--- config.mk ---
export PLATFORM = sky130hd
export DESIGN_NAME = cache_valid_array
export DESIGN_NICKNAME = d
export VERILOG_FILES = /design/src/rtl/cache_valid_array.sv
export SDC_FILE = /design/constraint.sdc
export NUM_CORES = 1
export LEC_CHECK = 0
export BUFFER_PORTS_ARGS = -buffer_cell sky130_fd_sc_hd__buf_2
export CAP_MARGIN = 0
export CELL_PAD_IN_SITES_DETAIL_PLACEMENT = 1
export CELL_PAD_IN_SITES_GLOBAL_PLACEMENT = 2
export CORE_AREA = 3 3 67 132
export CTS_CLUSTER_SIZE = 25
export DETAILED_ROUTE_END_ITERATION = 7
export DIE_AREA = 0 0 70 135
export HOLD_SLACK_MARGIN = 0.1
export PLACE_DENSITY = 0.76
export SYNTH_ARGS = -nofsm -noshare
export SYNTH_HDL_FRONTEND = slang
export SYNTH_SLANG_ARGS = --single-unit
--- constraint.sdc ---
create_clock -name clk -period 4.3 [get_ports clk]
set_clock_uncertainty 0.1 [all_clocks]
set_input_delay 0.86 -clock clk [delete_from_list [all_inputs] [get_ports clk]]
set_output_delay 0.86 -clock clk [all_outputs]
set_load 0.01 [all_outputs]
--- src/rtl/cache_valid_array.sv ---
// Valid-bit storage for a set-associative cache: decoded single-bit writes,
// a one-set-per-cycle flush walk, and a registered per-set read port.
module cache_valid_array #(
  parameter int NUM_SETS = 8,
  parameter int NUM_WAYS = 4,
  parameter int IDX_W    = 3,
  parameter int WAY_W    = 2
) (
  input  logic                clk,
  input  logic                reset,
  input  logic                wr_en,
  input  logic [IDX_W-1:0]    wr_set,
  input  logic [WAY_W-1:0]    wr_way,
  input  logic                wr_valid,
  output logic                wr_ready,
  input  logic                flush_req,
  output logic                flush_busy,
  output logic                flush_done,
  input  logic                rd_en,
  input  logic [IDX_W-1:0]    rd_set,
  output logic [NUM_WAYS-1:0] rd_valid_ways,
  output logic                rd_vld
);

  typedef enum logic [1:0] {
    S_IDLE  = 2'd0,
    S_FLUSH = 2'd1,
    S_DONE  = 2'd2
  } state_t;

  state_t                             r_state;
  state_t                             w_next_state;
  logic [IDX_W-1:0]                   r_cnt;
  logic [IDX_W-1:0]                   w_cnt_next;
  logic                               w_wr_accept;
  logic                               w_clear;
  logic [NUM_SETS-1:0][NUM_WAYS-1:0]  r_valid;
  logic [NUM_SETS-1:0][NUM_WAYS-1:0]  w_wr_sel;
  logic [NUM_SETS-1:0]                w_clr_sel;
  logic [NUM_WAYS-1:0]                r_rd_ways;
  logic                               r_rd_vld;
  logic                               r_wr_ready;
  logic                               r_flush_busy;
  logic                               r_flush_done;

  // Flush sequencer state and set counter
  always_ff @(posedge clk) begin
    if (reset) begin
      r_state <= S_IDLE;
      r_cnt   <= '0;
    end else begin
      r_state <= w_next_state;
      r_cnt   <= w_cnt_next;
    end
  end

  // Next-state logic; writes are only accepted outside the flush walk
  always_comb begin
    w_next_state = r_state;
    w_cnt_next   = r_cnt;
    w_wr_accept  = 1'b0;
    w_clear      = 1'b0;
    case (r_state)
      S_IDLE: begin
        w_wr_accept = wr_en;
        if (flush_req) begin
          w_next_state = S_FLUSH;
          w_cnt_next   = '0;
        end else begin
          w_next_state = S_IDLE;
        end
      end
      S_FLUSH: begin
        w_clear    = 1'b1;
        w_cnt_next = r_cnt + IDX_W'(1);
        if (r_cnt == IDX_W'(NUM_SETS - 1)) begin
          w_next_state = S_DONE;
        end else begin
          w_next_state = S_FLUSH;
        end
      end
      S_DONE: begin
        w_wr_accept  = wr_en;
        w_next_state = S_IDLE;
      end
      default: begin
        w_next_state = S_IDLE;
        w_cnt_next   = '0;
      end
    endcase
  end

  // Decode set/way into one-hot write enables and the flushed set
  always_comb begin
    w_wr_sel  = '0;
    w_clr_sel = '0;
    for (int s = 0; s < NUM_SETS; s++) begin
      if (w_clear && (r_cnt == IDX_W'(s))) begin
        w_clr_sel[s] = 1'b1;
      end else begin
        w_clr_sel[s] = 1'b0;
      end
      for (int w = 0; w < NUM_WAYS; w++) begin
        if (w_wr_accept && (wr_set == IDX_W'(s)) && (wr_way == WAY_W'(w))) begin
          w_wr_sel[s][w] = 1'b1;
        end else begin
          w_wr_sel[s][w] = 1'b0;
        end
      end
    end
  end

  // Valid-bit array; a flush clear of a set takes precedence over a write
  always_ff @(posedge clk) begin
    if (reset) begin
      r_valid <= '0;
    end else begin
      for (int s = 0; s < NUM_SETS; s++) begin
        for (int w = 0; w < NUM_WAYS; w++) begin
          if (w_clr_sel[s]) begin
            r_valid[s][w] <= 1'b0;
          end else if (w_wr_sel[s][w]) begin
            r_valid[s][w] <= wr_valid;
          end else begin
            r_valid[s][w] <= r_valid[s][w];
          end
        end
      end
    end
  end

  // Read port samples the array before any same-edge update
  always_ff @(posedge clk) begin
    if (reset) begin
      r_rd_ways <= '0;
      r_rd_vld  <= 1'b0;
    end else if (rd_en) begin
      r_rd_ways <= r_valid[rd_set];
      r_rd_vld  <= 1'b1;
    end else begin
      r_rd_ways <= r_rd_ways;
      r_rd_vld  <= 1'b0;
    end
  end

  // Status flags registered from the next state so they track r_state exactly
  always_ff @(posedge clk) begin
    if (reset) begin
      r_wr_ready   <= 1'b1;
      r_flush_busy <= 1'b0;
      r_flush_done <= 1'b0;
    end else begin
      r_wr_ready   <= (w_next_state != S_FLUSH);
      r_flush_busy <= (w_next_state == S_FLUSH);
      r_flush_done <= (w_next_state == S_DONE);
    end
  end

  assign wr_ready      = r_wr_ready;
  assign flush_busy    = r_flush_busy;
  assign flush_done    = r_flush_done;
  assign rd_valid_ways = r_rd_ways;
  assign rd_vld        = r_rd_vld;

endmodule

# After elaboration in Yosys (flattened, before gate mapping)
# Cells that the tools add are included.
totals:
  regBits: 45
  latchBits: 0
  ramBits: 0
  romBits: 0
  out_inout_bits: 8
  word_cells: 177
  memories: 0
classes:
  addsub: 1
  multipliers: 0
  div_mod_pow: 0
  order_cmp: 1
  n_eq_ne: 23
  n_shift: 0
  mux: 50
  bitwise_logic: 1
  n_reduce_logical: 62
ops:
  columns: ["operator", "count"]
  rows:
  - ["logical AND 1 bit", 48]
  - ["2-to-1 mux 1 bit", 44]
  - ["equality test 3 bit, second input constant", 8]
  - ["OR reduction 2 bit", 9]
  - ["binary-select mux 4 bit (select 3 bit)", 1]
  - ["equality test 3 x 2 -> 1 bit, second input constant", 4]
  - ["case mux 3 bit (3 select lines)", 1]
  - ["equality test 2 bit, second input constant", 4]
  - ["equality test 2 x 1 -> 1 bit, second input constant", 3]
  - ["equality test 3 x 1 -> 1 bit, second input constant", 2]
  - ["logical NOT 3 bit", 2]
  - ["logical NOT 2 bit", 2]
  - ["less-than comparator 3 x 4 -> 1 bit, second input constant", 1]
  - ["2-to-1 mux 4 bit", 1]
  - ["case mux 2 bit (2 select lines)", 1]
  - ["adder 3 x 1 -> 3 bit, second input constant", 1]
  - ["2-to-1 mux 3 bit", 1]
  - ["2-to-1 mux 2 bit", 1]
  - ["inequality test 2 x 1 -> 1 bit, second input constant", 1]
  - ["inequality test 2 bit, second input constant", 1]
  - ["AND reduction 2 bit", 1]
  - ["NOT 1 bit", 1]

# Depth between registers and ports, before layout
logic_depth:
  ltp_word: 6
  mapped_depth: 6
  depth_no_buf: 5

# Worst setup path before layout
# Ideal clock, no wire load.
synth_path:
  kind: "input port to flip-flop"
  startpoint: "input rd_set[0]"
  endpoint: "register r_rd_ways[0] (netlist: rd_valid_ways[0])"
  setup_ns: 0.086
  arrival_time_ns: 1.882
  path_slack_ns: 2.232
  cell_stages: 5
  n_path_buf: 2
  cell_sequence: "buf_6 -> buf_12 -> mux2i_1 -> mux4_2 -> a211oi_1"
synth_via:
  elab_chain_len: 2
synth_rtl:
  columns: ["element", "line_no", "source"]
  rows:
  - ["from (decl)", "20", "input logic [IDX_W-1:0] rd_set,"]
  - ["binary-select mux 4 bit (select 3 bit)", "138", "r_rd_ways <= r_valid[rd_set];"]
  - ["2-to-1 mux 4 bit (not written as such)", "138", null]
  - ["to (signal assigned)", "138", null]
  - ["to (signal assigned)", "141", "r_rd_ways <= r_rd_ways;"]
  - ["to (decl)", "40", "logic [NUM_WAYS-1:0] r_rd_ways;"]
# No other way between the ends. The select of a mux whose other input is x is not followed.
# A chain may end at the register's enable or synchronous reset.

# Final worst setup path
layout_path:
  startpoint: "input rd_set[0]"
  endpoint: "register r_rd_ways[2] (netlist: rd_valid_ways[2])"
# The elaborated chain is that of the path after synthesis.

==> impl_summary.log <==
INFO  metric layout_commonest_cell = sky130_fd_sc_hd__dfxtp_1
INFO  metric post_layout_inst_area = 2570 um^2
INFO  metric synth.net_count = 276
INFO  metric tritoncts_num_sinks = 45
INFO  metric finalCriticalPeriod = 2.15 ns
INFO  metric p_leak = 0.888 nW
INFO  metric post_cts.repair.setup_buffers = 0
INFO  metric gp_congestion = 0.803
INFO  metric critPathArrivalTime = 2.26 ns
INFO  metric synth-compound-area-share = 22.5%
INFO  metric synthToLayoutAreaGrowth = 9.58%
INFO  metric synthesis.area_per_instance = 9.18 um^2
INFO  metric vdd.ir_drop.worst = 159 uV
INFO  metric drt_pass1_iterations = 4
INFO  metric die_width = 70 um
INFO  metric antenna_found_initial = 0
INFO  metric place.detailed.instances = 344
INFO  metric fin_cells = 352
INFO  metric postCtsResizedCells = 0
INFO  metric synth-seq-cells = 45
INFO  metric setup.worst_path.class = in -> reg
INFO  metric finalSetupTns = 0 ns
INFO  metric nets = 275
INFO  metric dp_worst_setup_slack = 1.82 ns
INFO  metric worst_hold_path_type = reg -> reg
INFO  metric clkLatencyLatePin = 0.29 ns
INFO  metric core_area = 7940 um^2
INFO  metric fin_crit_sh = 50.1%
INFO  metric ctsHtreeMaxLevel = 2
INFO  metric timing.max_slew.rel_slack = 25.3%
INFO  metric numCtsBuffers = 5
INFO  metric utilization = 32.4%
INFO  metric fp.dieH = 135 um
INFO  metric maxCapViolCount = 0
INFO  metric grt_pass1_wl = 11700 um
INFO  metric globalRoute.totalOverflow = 0
INFO  metric postRouteAntennaNets = 0
INFO  metric track_usage = 16.2%
INFO  metric post_synth_mux_area_share = 11.1%
INFO  metric layout.cells.most_common_list = sky130_fd_sc_hd__dfxtp_1, sky130_fd_sc_hd__nand4_1, sky130_fd_sc_hd__a21oi_1
INFO  metric remaining_drc_errors = 0
INFO  metric multi_input_comb_area = 1290 um^2
INFO  metric summed_instance_area_of_the_synthesized_netlist = 2350 um^2
INFO  metric final_critical_path_setup_slack = 2.15 ns
INFO  metric synthAdderAreaFrac = 3.19%
INFO  metric synth-xor-area-share = 0%
INFO  metric critical_path_required = 4.40 ns
INFO  metric dp.final_hpwl = 5560 um
INFO  metric number_of_endpoints_failing_setup_at_the_final_stage = 0
INFO  metric seq_area_frac_synth = 38.3%
INFO  metric crit_path_start_kind = primary input
INFO  metric fmaxAchievable = 464 MHz
INFO  metric layout.area.seq = 901 um^2
INFO  metric routed_wire_length_per_instance = 21.2 um
INFO  metric critical_path.endpoint_type = flop
INFO  metric cts_tree = done
INFO  metric floorplan.initialDensity = 29.6%
INFO  metric postPlaceCellArea = 2430 um^2
INFO  metric layout.filler_cells = 937
INFO  metric cts_buffer_depth = 2
INFO  metric synth_top_family_by_area = compound AO/OA/AOI/OAI gates
INFO  metric port_buffers = 21
INFO  metric worstMarginPinSlew = 1.12 ns
INFO  metric power_switching_share = 27.1%
INFO  metric drive_above_1_share = 14.5%
INFO  metric intPower = 667 uW
INFO  metric num_io_pins = 22
INFO  metric synth_simple_gate_area_share = 17.9%
INFO  metric crit_path_max_fanout = 16
INFO  metric power_frac_clock = 42.1%
INFO  metric grt_max_degree = 33
INFO  metric synthCells = 256
INFO  metric finalHoldViolCount = 0
INFO  metric timing_max_transition_violations_final = 0
INFO  metric total_switching_power = 249 uW
INFO  metric grt_pass1_vias = 2107
INFO  metric cts.clk_slew.worst_paths = 0.07 ns
INFO  metric insertedDiodeCount = 0
INFO  metric combinationalPowerShare = 11.0%
INFO  metric rsz_0062_raised_after_global_routing = false
INFO  metric yosys_synthesis_warning_count = 0
INFO  metric vias = 2052
INFO  metric finalWirelength = 7460 um
INFO  metric cts-hold-fix-buffers = 0
INFO  metric status = complete, no violations
INFO  metric synth.distinct_cells = 35
INFO  metric power_density = 356 nW/um^2
INFO  metric floorplan.rows = 46
INFO  metric via_per_inst = 5.83
INFO  metric clockRootBuffer = sky130_fd_sc_hd__clkbuf_16
INFO  metric die_area = 9450 um^2
INFO  metric seq_power_share = 46.9%
INFO  metric detail_route.iter0.violations = 67
[cells in the mapped netlist (all sizes together)]
master  instances  area share, %
a211oi          4            1.3
a21o            4            1.3
a21oi          32            6.8
a31o            4            1.5
a31oi           1           0.27
a32oi           2           0.75
and2            2           0.53
and3b           1           0.37
buf            11            3.0
clkbuf         18            2.9
dfxtp          45             38
ha              6            3.2
inv             6           0.96
mux2i          17            7.2
mux4            4            3.8
nand2           2           0.32
nand2b          5            1.3
nand3b          1           0.32
nand4          32            8.5
nor2            9            1.4
nor2b           9            2.4
nor3            2           0.43
nor3b           2           0.85
nor4            2           0.53
o31ai          24            7.7
o41ai           8            3.0
or2             1           0.27
or3             1           0.27
or3b            1           0.37
[worst max-delay path, cell delays in order]
cell and delay [ns]:
sky130_fd_sc_hd__buf_2 0.40, sky130_fd_sc_hd__mux2i_1 0.23, sky130_fd_sc_hd__mux4_2 0.50, sky130_fd_sc_hd__a211oi_1 0.25
[layer usage]
metal	up-vias	track usage [%]	wire, um
li1	982	-	-
met1	1014	16.4	2780
met2	43	31.0	4190
met3	13	2.46	200
met4	0	8.85	290
met5	-	0	0
[final timing paths]
path,from,slack [ns],depth (start not counted),endpoint
worst max register to register,r_state[0],2.31,3,r_valid[9]
worst min-delay path,r_valid[23],0.37,2,r_valid[23]
worst max-delay path,rd_set[0],2.15,4,rd_valid_ways[2]
worst min register to register,r_valid[23],0.37,2,r_valid[23]
[power groups by stage]
stage          Sequential (mW)  Combinational (mW)  Clock, mW
2_1_floorplan            0.438              0.0690          0
3_3_place_gp             0.438               0.100          0
3_5_place_dp             0.439               0.101          0
4_1_cts                  0.429               0.102      0.392
5_1_grt                  0.430               0.110      0.410
6_report                 0.429               0.101      0.386
[through the flow]
step,power [mW],hold slack [ns]
4_1_cts,0.924,0.373
2_1_floorplan,0.507,0.340
5_1_grt,0.950,0.398
3_3_place_gp,0.539,0.356
3_5_place_dp,0.540,0.364
6_report,0.916,0.369
[state kept, by name, summed over array words and instances (netlist names)]
register       cells
flush_busy         1
flush_done         1
r_cnt              3
r_state            2
r_valid           32
rd_valid_ways      4
rd_vld             1
wr_ready           1
[cells by family after synthesis]
| logic type | count (synthesis) |
|---|---|
| AO/OA/AOI/OAI | 79 |
| adder cells (fa/ha/maj) | 6 |
| buffers and inverters | 35 |
| flip-flops | 45 |
| multiplexers | 21 |
| AND/OR/NAND/NOR | 70 |
[layout make-up]
class,count,area share (%)
Tap cell,96,4.66
Timing Repair Buffer,21,4.08
Multi-Input combinational cell,176,50.0
Clock buffer,7,5.15
Inverter,6,0.875
Sequential cell,45,35.0
Clock inverter,1,0.292
Note: power is estimated with default switching activity, not from simulation.
